File: src/rtl/mvu_host_xfer.sv
// Host-side transfer engine for the MVU array controller port.
// It runs one command at a time. A WRITE broadcasts in_word into every MVU
// selected by a mask, using the shared wrc_* bus. A READ fetches words from
// one MVU through rdc_* and streams them out through a 2-entry FIFO.
module mvu_host_xfer #(
    parameter int NMVU    = 8,
    parameter int N       = 64,
    parameter int BDBANKA = 14,
    parameter int BLEN    = 15,
    localparam int BMVUA   = (NMVU > 1) ? $clog2(NMVU) : 1,
    localparam int BDBANKW = 2 * N
) (
    input  logic                      clk,
    input  logic                      rst,
    input  logic                      cmd_valid,
    output logic                      cmd_ready,
    input  logic                      cmd_dir,
    input  logic [NMVU-1:0]           cmd_mask,
    input  logic [BMVUA-1:0]          cmd_sel,
    input  logic [BDBANKA-1:0]        cmd_addr,
    input  logic [BLEN-1:0]           cmd_len,
    input  logic                      in_valid,
    output logic                      in_ready,
    input  logic [BDBANKW-1:0]        in_word,
    output logic                      out_valid,
    input  logic                      out_ready,
    output logic [BDBANKW-1:0]        out_word,
    output logic [NMVU-1:0]           wrc_en,
    input  logic [NMVU-1:0]           wrc_grnt,
    output logic [BDBANKA-1:0]        wrc_addr,
    output logic [BDBANKW-1:0]        wrc_word,
    output logic [NMVU-1:0]           rdc_en,
    input  logic [NMVU-1:0]           rdc_grnt,
    output logic [NMVU*BDBANKA-1:0]   rdc_addr,
    input  logic [NMVU*BDBANKW-1:0]   rdc_word,
    output logic                      busy,
    output logic                      done
);

    typedef enum logic [1:0] {
        S_IDLE  = 2'd0,
        S_WR    = 2'd1,
        S_RD    = 2'd2,
        S_DRAIN = 2'd3
    } state_t;

    // Control state
    state_t               r_state;
    logic                 r_done;
    logic [NMVU-1:0]      r_mask;
    logic [BMVUA-1:0]     r_sel;
    logic [BDBANKA-1:0]   r_addr;
    logic [BLEN-1:0]      r_count;

    // Write path: one-word holding register plus the set of MVUs still owing a grant
    logic                 r_full;
    logic [NMVU-1:0]      r_pending;
    logic [BDBANKW-1:0]   r_word;

    // Read path: 2-entry FIFO and a flag for the read granted last cycle
    logic [BDBANKW-1:0]   r_fifo [0:1];
    logic                 r_wptr;
    logic                 r_rptr;
    logic [1:0]           r_occ;
    logic                 r_inflight;

    logic                 w_accept;
    logic                 w_retire;
    logic                 w_load;
    logic                 w_pop;
    logic [2:0]           w_level;
    logic                 w_rd_req;
    logic                 w_rd_grant;
    logic [BDBANKW-1:0]   w_rd_data;

    assign w_accept = cmd_valid && cmd_ready;

    // A word retires once every targeted MVU has granted (immediately for an empty mask).
    assign w_retire = (r_state == S_WR) && r_full && ((r_pending & ~wrc_grnt) == '0);

    // Accept a new word if the register is free, or frees up this cycle, and
    // words remain to be loaded. r_count still includes the word in the register.
    assign in_ready = (r_state == S_WR) &&
                      ((!r_full && (r_count != '0)) || (w_retire && (r_count > BLEN'(1))));
    assign w_load   = in_valid && in_ready;

    assign wrc_en   = r_pending;
    assign wrc_addr = r_addr;
    assign wrc_word = r_word;

    assign out_valid = (r_occ != 2'd0);
    assign out_word  = r_fifo[r_rptr];
    assign w_pop     = out_valid && out_ready;

    // Slots committed after this cycle. A new read is issued only if its data
    // will have room when it lands. Counting this cycle's pop sustains full rate.
    assign w_level    = 3'(r_occ) + 3'(r_inflight) - 3'(w_pop);
    assign w_rd_req   = (r_state == S_RD) && (r_count != '0) && (w_level < 3'd2);
    assign rdc_en     = w_rd_req ? (NMVU'(1) << r_sel) : '0;
    assign w_rd_grant = w_rd_req && rdc_grnt[r_sel];
    assign w_rd_data  = rdc_word[r_sel*BDBANKW +: BDBANKW];
    assign rdc_addr   = {NMVU{r_addr}};

    assign busy      = (r_state != S_IDLE);
    assign done      = r_done;
    assign cmd_ready = (r_state == S_IDLE) && !r_done && !rst;

    // Command FSM, address/count bookkeeping and FIFO pointers
    always_ff @(posedge clk) begin
        if (rst) begin
            r_state    <= S_IDLE;
            r_done     <= 1'b0;
            r_mask     <= '0;
            r_sel      <= '0;
            r_addr     <= '0;
            r_count    <= '0;
            r_full     <= 1'b0;
            r_pending  <= '0;
            r_wptr     <= 1'b0;
            r_rptr     <= 1'b0;
            r_occ      <= 2'd0;
            r_inflight <= 1'b0;
        end else begin
            r_done <= 1'b0;
            case (r_state)
                S_IDLE: begin
                    if (w_accept) begin
                        r_mask  <= cmd_mask;
                        r_sel   <= cmd_sel;
                        r_addr  <= cmd_addr;
                        r_count <= cmd_len;
                        if (cmd_len == '0) begin
                            r_done <= 1'b1;
                        end else begin
                            r_state <= cmd_dir ? S_RD : S_WR;
                        end
                    end
                end
                S_WR: begin
                    if (w_retire) begin
                        r_addr  <= r_addr + BDBANKA'(1);
                        r_count <= r_count - BLEN'(1);
                        if (r_count == BLEN'(1)) begin
                            r_state <= S_IDLE;
                            r_done  <= 1'b1;
                        end
                    end
                    if (w_load) begin
                        r_full    <= 1'b1;
                        r_pending <= r_mask;
                    end else if (w_retire) begin
                        r_full    <= 1'b0;
                        r_pending <= '0;
                    end else begin
                        r_pending <= r_pending & ~wrc_grnt;
                    end
                end
                S_RD: begin
                    if (w_rd_grant) begin
                        r_addr  <= r_addr + BDBANKA'(1);
                        r_count <= r_count - BLEN'(1);
                        if (r_count == BLEN'(1)) begin
                            r_state <= S_DRAIN;
                        end
                    end
                end
                S_DRAIN: begin
                    if (!r_inflight && ((r_occ == 2'd0) || ((r_occ == 2'd1) && w_pop))) begin
                        r_state <= S_IDLE;
                        r_done  <= 1'b1;
                    end
                end
                default: r_state <= S_IDLE;
            endcase

            r_inflight <= w_rd_grant;
            if (r_inflight) begin
                r_wptr <= ~r_wptr;
            end
            if (w_pop) begin
                r_rptr <= ~r_rptr;
            end
            r_occ <= r_occ + 2'(r_inflight) - 2'(w_pop);
        end
    end

    // Data-only registers: write holding word and FIFO storage
    always_ff @(posedge clk) begin
        if (w_load) begin
            r_word <= in_word;
        end
        if (r_inflight) begin
            r_fifo[r_wptr] <= w_rd_data;
        end
    end

endmodule
File: config.mk
export PLATFORM = sky130hd
export DESIGN_NAME = mvu_host_xfer
export DESIGN_NICKNAME = d
export VERILOG_FILES = /design/src/rtl/mvu_host_xfer.sv
export SDC_FILE = /design/constraint.sdc
export NUM_CORES = 1
export LEC_CHECK = 0
export BUFFER_PORTS_ARGS = -buffer_cell sky130_fd_sc_hd__buf_2
export CAP_MARGIN = 20
export CORE_AREA = 5 5 623 625
export CTS_CLUSTER_DIAMETER = 40
export DETAILED_ROUTE_END_ITERATION = 8
export DIE_AREA = 0 0 628 630
export GPL_TIMING_DRIVEN = 0
export PLACE_DENSITY = 0.3
export SLEW_MARGIN = 20
export SYNTH_ARGS = -nofsm -noshare
export SYNTH_HDL_FRONTEND = slang
export SYNTH_SLANG_ARGS = --single-unit
File: constraint.sdc
create_clock -name clk -period 7.6 [get_ports clk]
set_clock_uncertainty 0.15 [all_clocks]
set_input_delay 1.14 -clock clk [delete_from_list [all_inputs] [get_ports clk]]
set_output_delay 1.14 -clock clk [all_outputs]
set_load 0.01 [all_outputs]
==> results of run 1 <==
[power groups by stage]
stage / Clock, uW / Combinational, uW / Sequential (uW)
CTS: 6350 / 4770 / 3340
finish: 6110 / 4660 / 3320
global route: 6450 / 4970 / 3360
detailed placement: 0 / 4750 / 3380
global placement: 0 / 4640 / 3440
floorplan: 0 / 2190 / 3310
[layout make-up]
class | instances | area (um2)
flip-flops and latches | 442 | 12700
fillers | 43600 | 336000
repair buffers | 1647 | 8780
well taps | 5038 | 6300
multi-input cells | 1132 | 11000
clock inverters | 75 | 852
clock buffers | 181 | 3980
plain buffers | 244 | 1430
inverters | 17 | 63.8
diodes | 141 | 353
[routing by layer]
layer	GRT usage	vias to the layer above	wire, um
li1	-	10900	-
met4	0.0264	248	8070
met2	0.248	2259	144000
met5	0	-	1650
met1	0.188	13600	130000
met3	0.0898	936	42600
[layout by cell type, fill, tap and decap left out, drive strengths merged, types with 24 or more instances in the layout]
master,Yosys,final
nand2,433,433
buf,159,1806
nor2,52,52
diode,0,141
inv,17,24
a21oi,33,33
dfxtp,58,58
clkinv,0,48
edfxtp,384,384
clkbuf,85,266
mux2,128,128
mux4,258,258
[worst max path at each step]
stage	end	slack, ns	startpoint	depth (start not counted)
2_1_floorplan	r_fifo[0][0]	1.08	r_inflight	2
3_3_place_gp	r_fifo[0][90]	-6.74	r_inflight	2
3_5_place_dp	rdc_en[1]	2.83	r_sel[1]	7
4_1_cts	rdc_en[1]	1.89	r_sel[1]	7
5_1_grt	rdc_en[6]	2.05	r_sel[1]	7
6_report	rdc_en[7]	2.35	r_sel[1]	7
[worst min-delay path: stages, from the launching register on]
cell,delay [ns]
dfxtp_1,0.32
nand2_1,0.06
a21oi_1,0.05
[sequential cells by signal, summed over array words and instances (netlist names), 3 cells and up, named ones only]
signal    count
r_sel         3
wrc_en        8
wrc_addr     14
r_mask        8
wrc_word    128
r_count      15
r_fifo      256
[logic make-up after synthesis]
| kind of cell | count (synthesis) |
|---|---|
| fa+ha+maj | 11 |
| buf+inv | 261 |
| flops | 442 |
| simple gates | 592 |
| compound gates | 136 |
| xor+xnor | 3 |
| mux | 390 |
[stage by stage]
step / total power [uW] / utilization / std cells / instance area [um2] / setup slack [ns]
floorplan: 5500 / - / 1835 / 25200 / 1.08
global placement: 8070 / 0.104 / 8489 / 39600 / -6.74
detailed placement: 8130 / 0.106 / 8520 / 40300 / 2.83
CTS: 14500 / 0.118 / 8776 / 45200 / 1.89
global route: 14800 / 0.119 / 8809 / 45200 / 2.05
finish: 14100 / 0.119 / 8917 / 45500 / 2.35
==> flow_metrics.py, run 1 <==
metrics = {
    "place": {
        "dp_hpwl_mm": 296,
        "portBuffers": 1616,
        "routabilityCongestion": 0.916,
    },
    "synth": {
        "synth_most_common_cell": "nand2_1",
        "netlist_area_mm2": 0.0252,
        "ys_seq_elements": 442,
        "yosysSeqAreaShare": 0.504,
        "synth_warnings": 0,
        "synth_area_per_cell_um2": 13.7,
        "synth-edff-count": 384,
        "ys_types": 71,
        "synthCells": 1835,
        "synth-main-ff-cell": "edfxtp_1",
        "synth-xor-area-share": 0.00104,
        "muxShareOfSynthArea": 0.290,
        "synth-adder-area-share": 0.00577,
        "postSynthNetCount": 3060,
        "synthSimpleGateAreaFrac": 0.0996,
        "synthTopCellsByArea": "edfxtp_1, mux4_2, nand2_1",
        "async_reset_ff_frac": 0,
        "synth_commonest_cells": "nand2_1, edfxtp_1, mux4_2",
        "yosysTopAreaCell": "edfxtp_1",
        "synth_top_family_by_area": "multiplexers",
        "synth_top_cell_area_share": 0.458,
        "synth_compound_area_frac": 0.0418,
    },
    "critical_path": {
        "crit_slowest_cell": "buf_2",
        "r2r-start": "r_sel[1]",
        "cp_slowest_stage_delay_ns": 0.64,
        "rrSetupSlack_ns": 3.58,
        "worst-setup-path-type": "reg -> out",
        "required_ns": 6.31,
        "cp_cell_sequence": "buf_2 -> buf_2 -> buf_12 -> clkbuf_1 -> nand2_1 -> nor2_1 -> buf_2",
        "reg2reg_to": "r_fifo[0][112]",
        "cp_num_buf_inv": 5,
        "r2r_cells": 7,
        "critPathCaptureType": "primary output",
        "worstPathArrival_ns": 3.96,
        "start_kind": "flop",
        "crit_fanout": 11,
        "crit_top_cell": "buf_2",
        "crit_family": "buffers and inverters",
    },
    "global_routing": {
        "grt.total_usage": 0.157,
        "grt_pass1_wl_mm": 386,
        "grt_pass1_vias": 27300,
        "grt_max_degree": 39,
        "grt_remaining_overflow": 0,
        "antenna_found_initial": 526,
    },
    "detailed_routing": {
        "drt_iter0_drc": 2187,
        "wire_per_inst_um": 36.5,
        "wl_mm": 326,
        "firstDrtPassIters": 5,
        "drc_errors": 0,
        "vias_per_cell": 3.13,
        "final_antenna_net_count": 0,
        "vias": 27900,
    },
    "timing": {
        "hold_slack_ns": 0.331,
        "fin_crit_ns": 5.25,
        "fin_crit_sh": 0.691,
        "hold_viol": 0,
        "tightest_slew_ns": 1.11,
        "finalSetupViolations": 0,
        "tns_ns": 0,
        "final_max_slew_viol_count": 0,
        "slew_headroom": 0.259,
        "max_freq_mhz": 191,
        "rsz0062_at_grt": "no",
    },
    "power_and_ir_drop": {
        "peakVddDrop_mv": 0.170,
        "swShare": 0.354,
        "power.share.clock": 0.434,
        "leakage_uw": 0.0177,
        "seq_power_share": 0.236,
        "p_per_area_mw_per_mm2": 310,
        "p_sw_uw": 4990,
        "p_int_uw": 9100,
        "combPwrFrac": 0.330,
    },
    "worst_hold_path": {
        "hold-path-cell-count": 2,
        "min_to": "r_mask[3]",
        "hp-start": "r_mask[3]",
        "hp-class": "reg -> reg",
    },
    "floorplan": {
        "rows": 227,
        "design.die.area_mm2": 0.396,
        "core_area_mm2": 0.381,
        "die_height_um": 630,
        "die_w_um": 628,
        "start_util": 0.0660,
        "num_io_pins": 1617,
    },
    "clock_network": {
        "clk_latency_ns": 0.81,
        "post-cts-setup-buffers": 0,
        "cts_root_buffer": "clkbuf_16",
        "h-tree-depth": 4,
        "cts.path.max_buffers": 4,
        "cts_resized": 0,
        "cts-hold-fix-buffers": 0,
        "cts_made_buffers": 146,
        "cts_tree": "built",
        "cts_sinks": 442,
        "clk_pin_slew_worst_paths_ns": 0.04,
    },
    "final_layout": {
        "syn_to_final_growth_pct": 80.8,
        "final_net_count": 4855,
        "drive_above_1_share": 0.651,
    },
    "run": {
        "drv_cap": 0,
    },
    "outcome": {
        "outcome": "finished, final reports clean",
    },
}
(Power assumes the default switching activity.)
==> run 2: changes to the inputs <==
- CORE_AREA: 5 5 623 625 -> 5 5 622 624
- DIE_AREA: 0 0 628 630 -> 0 0 627 629
- clock period: 7.6 -> 4.9 ns (I/O delays scaled with it)
==> flow_metrics.py, run 2 (synthesized netlist as in run 1, its figures left out) <==
metrics = {
    "timing": {
        "tightest_slew_ns": 1.10,
        "tns_ns": 0,
        "fin_crit_ns": 4.49,
        "hold_viol": 0,
        "finalSetupViolations": 0,
        "slew_headroom": 0.268,
        "rsz0062_at_grt": "no",
        "max_freq_mhz": 223,
        "final_max_slew_viol_count": 0,
        "fin_crit_sh": 0.915,
    },
    "final_layout": {
        "largest_reg_flops": 256,
        "final_common_cell": "buf_2",
        "final_cell_area_mm2": 0.0463,
        "final_cell_mix": "buf_2, nand2_1, edfxtp_1",
        "syn_to_final_growth_pct": 84.1,
        "seq_area_mm2": 0.0127,
        "fillCellCount": 43600,
        "final_net_count": 4985,
        "fin_util": 0.122,
        "multi_input_area_mm2": 0.0110,
        "largest-register": "r_fifo",
        "drive_above_1_share": 0.629,
    },
    "power_and_ir_drop": {
        "seq_power_share": 0.239,
        "combPwrFrac": 0.345,
        "p_sw_uw": 7860,
        "peakVddDrop_mv": 0.212,
        "p_int_uw": 13700,
        "p_per_area_mw_per_mm2": 465,
        "swShare": 0.365,
        "power.share.clock": 0.417,
        "leakage_uw": 0.0181,
    },
    "global_routing": {
        "grt.total_usage": 0.158,
        "grt_pass1_vias": 27700,
        "use_met3": 0.0804,
        "antenna_found_initial": 459,
        "busiest_layer": "met2",
        "grt_remaining_overflow": 0,
        "grt_max_degree": 41,
        "grt_pass1_wl_mm": 385,
        "grtUsageMet2": 0.260,
        "met1_usage": 0.185,
    },
    "critical_path": {
        "cp_cell_sequence": "or2_2 -> and2_1 -> ha_1 -> inv_1 -> ha_1 -> fa_1 -> xor2_1 -> and3b_1 -> nand3_1 -> nor3_1 -> buf_2",
        "crit_fanout": 4,
        "start_kind": "flop",
        "crit_top_cell": "ha_1",
        "critPathCaptureType": "primary output",
        "required_ns": 4.01,
        "cp_slowest_stage_delay_ns": 0.40,
        "worstPathArrival_ns": 3.60,
        "crit_slowest_cell": "fa_1",
        "worst-setup-path-type": "reg -> out",
        "rrSetupSlack_ns": 0.92,
    },
    "clock_network": {
        "cts_root_buffer": "clkbuf_16",
        "clk_latency_ns": 0.78,
        "cts_made_buffers": 143,
        "clk_pin_slew_worst_paths_ns": 0.05,
        "cts.path.max_buffers": 4,
        "cts_resized": 0,
        "cts_tree": "built",
        "post-cts-setup-buffers": 0,
        "h-tree-depth": 4,
        "cts_sinks": 442,
    },
    "detailed_routing": {
        "drc_errors": 0,
        "firstDrtPassIters": 5,
        "wire_per_inst_um": 36.2,
        "vias_per_cell": 3.12,
        "drt_iter0_drc": 2529,
        "wl_mm": 325,
        "vias": 28000,
        "final_antenna_net_count": 0,
    },
    "floorplan": {
        "num_io_pins": 1617,
        "start_util": 0.0661,
        "rows": 227,
        "die_w_um": 627,
        "design.die.area_mm2": 0.394,
        "core_area_mm2": 0.381,
        "die_height_um": 629,
    },
    "outcome": {
        "outcome": "finished, final reports clean",
    },
    "place": {
        "dp_hpwl_mm": 294,
        "portBuffers": 1616,
        "placed_area_mm2": 0.0402,
        "routabilityCongestion": 0.913,
    },
    "run": {
        "drv_cap": 0,
    },
    "worst_hold_path": {
        "hp-class": "in -> reg",
    },
}
==> run 2: per-layer routing <==
metal / share of wire / vias to the layer above
met5: 0.0046 / -
met4: 0.028 / 234
met1: 0.38 / 13800
met3: 0.13 / 861
li1: - / 11000
met2: 0.46 / 2091
==> run 2: path summary, 6_finish.rpt <==
| check | from | depth (start not counted) | end |
|---|---|---|---|
| min reg2reg | r_mask[7] | 2 | r_mask[7] |
| max | r_occ[1] | 11 | rdc_en[4] |
| max reg2reg | r_sel[1] | 7 | r_fifo[0][6] |
| min | cmd_mask[1] | 3 | r_mask[1] |
==> run 2: repair_timing <==
action | CTS | global route
endpoints found under the setup margin | 0 | 0
hold endpoints to repair | 137 | 0
hold buffers | 137 | 0
==> run 2: cell type report <==
cell class,instances,share of cell area
clock buffers,174,0.0815
inverters,17,0.00138
multi-input cells,1132,0.238
repair buffers,1780,0.218
clock inverters,71,0.0169
plain buffers,244,0.0306
diodes,72,0.00389
well taps,5038,0.136
flip-flops and latches,442,0.274
==> run 2: worst max-delay path: cells and delay by family (launching register included) <==
family                     cells  cell delay (ns)
and+or+nand+nor                5             1.25
adders and majority gates      3             0.85
DFF                            1             0.33
buffers and inverters          2             0.22
xor gates and xnor gates       1             0.17
==> run 2: through the flow <==
stage               hold WS (ns)  total power, uW  std cells  setup slack [ns]
global placement           0.305            12600       8489             -4.20
floorplan                  0.287             8520       1835             0.569
CTS                      0.00267            22200       8898            0.0536
finish                     0.112            21600       8970             0.414
detailed placement         0.302            12700       8516             0.380
global route              0.0304            22700       8911             0.109
==> run 2: power groups by stage <==
stage | logic, uW | clock network [uW] | registers [uW]
after floorplan | 3410 | 0 | 5110
after global placement | 7320 | 0 | 5280
after detailed placement | 7480 | 0 | 5230
after CTS | 7650 | 9340 | 5170
after global routing | 7980 | 9490 | 5210
final | 7430 | 8980 | 5140
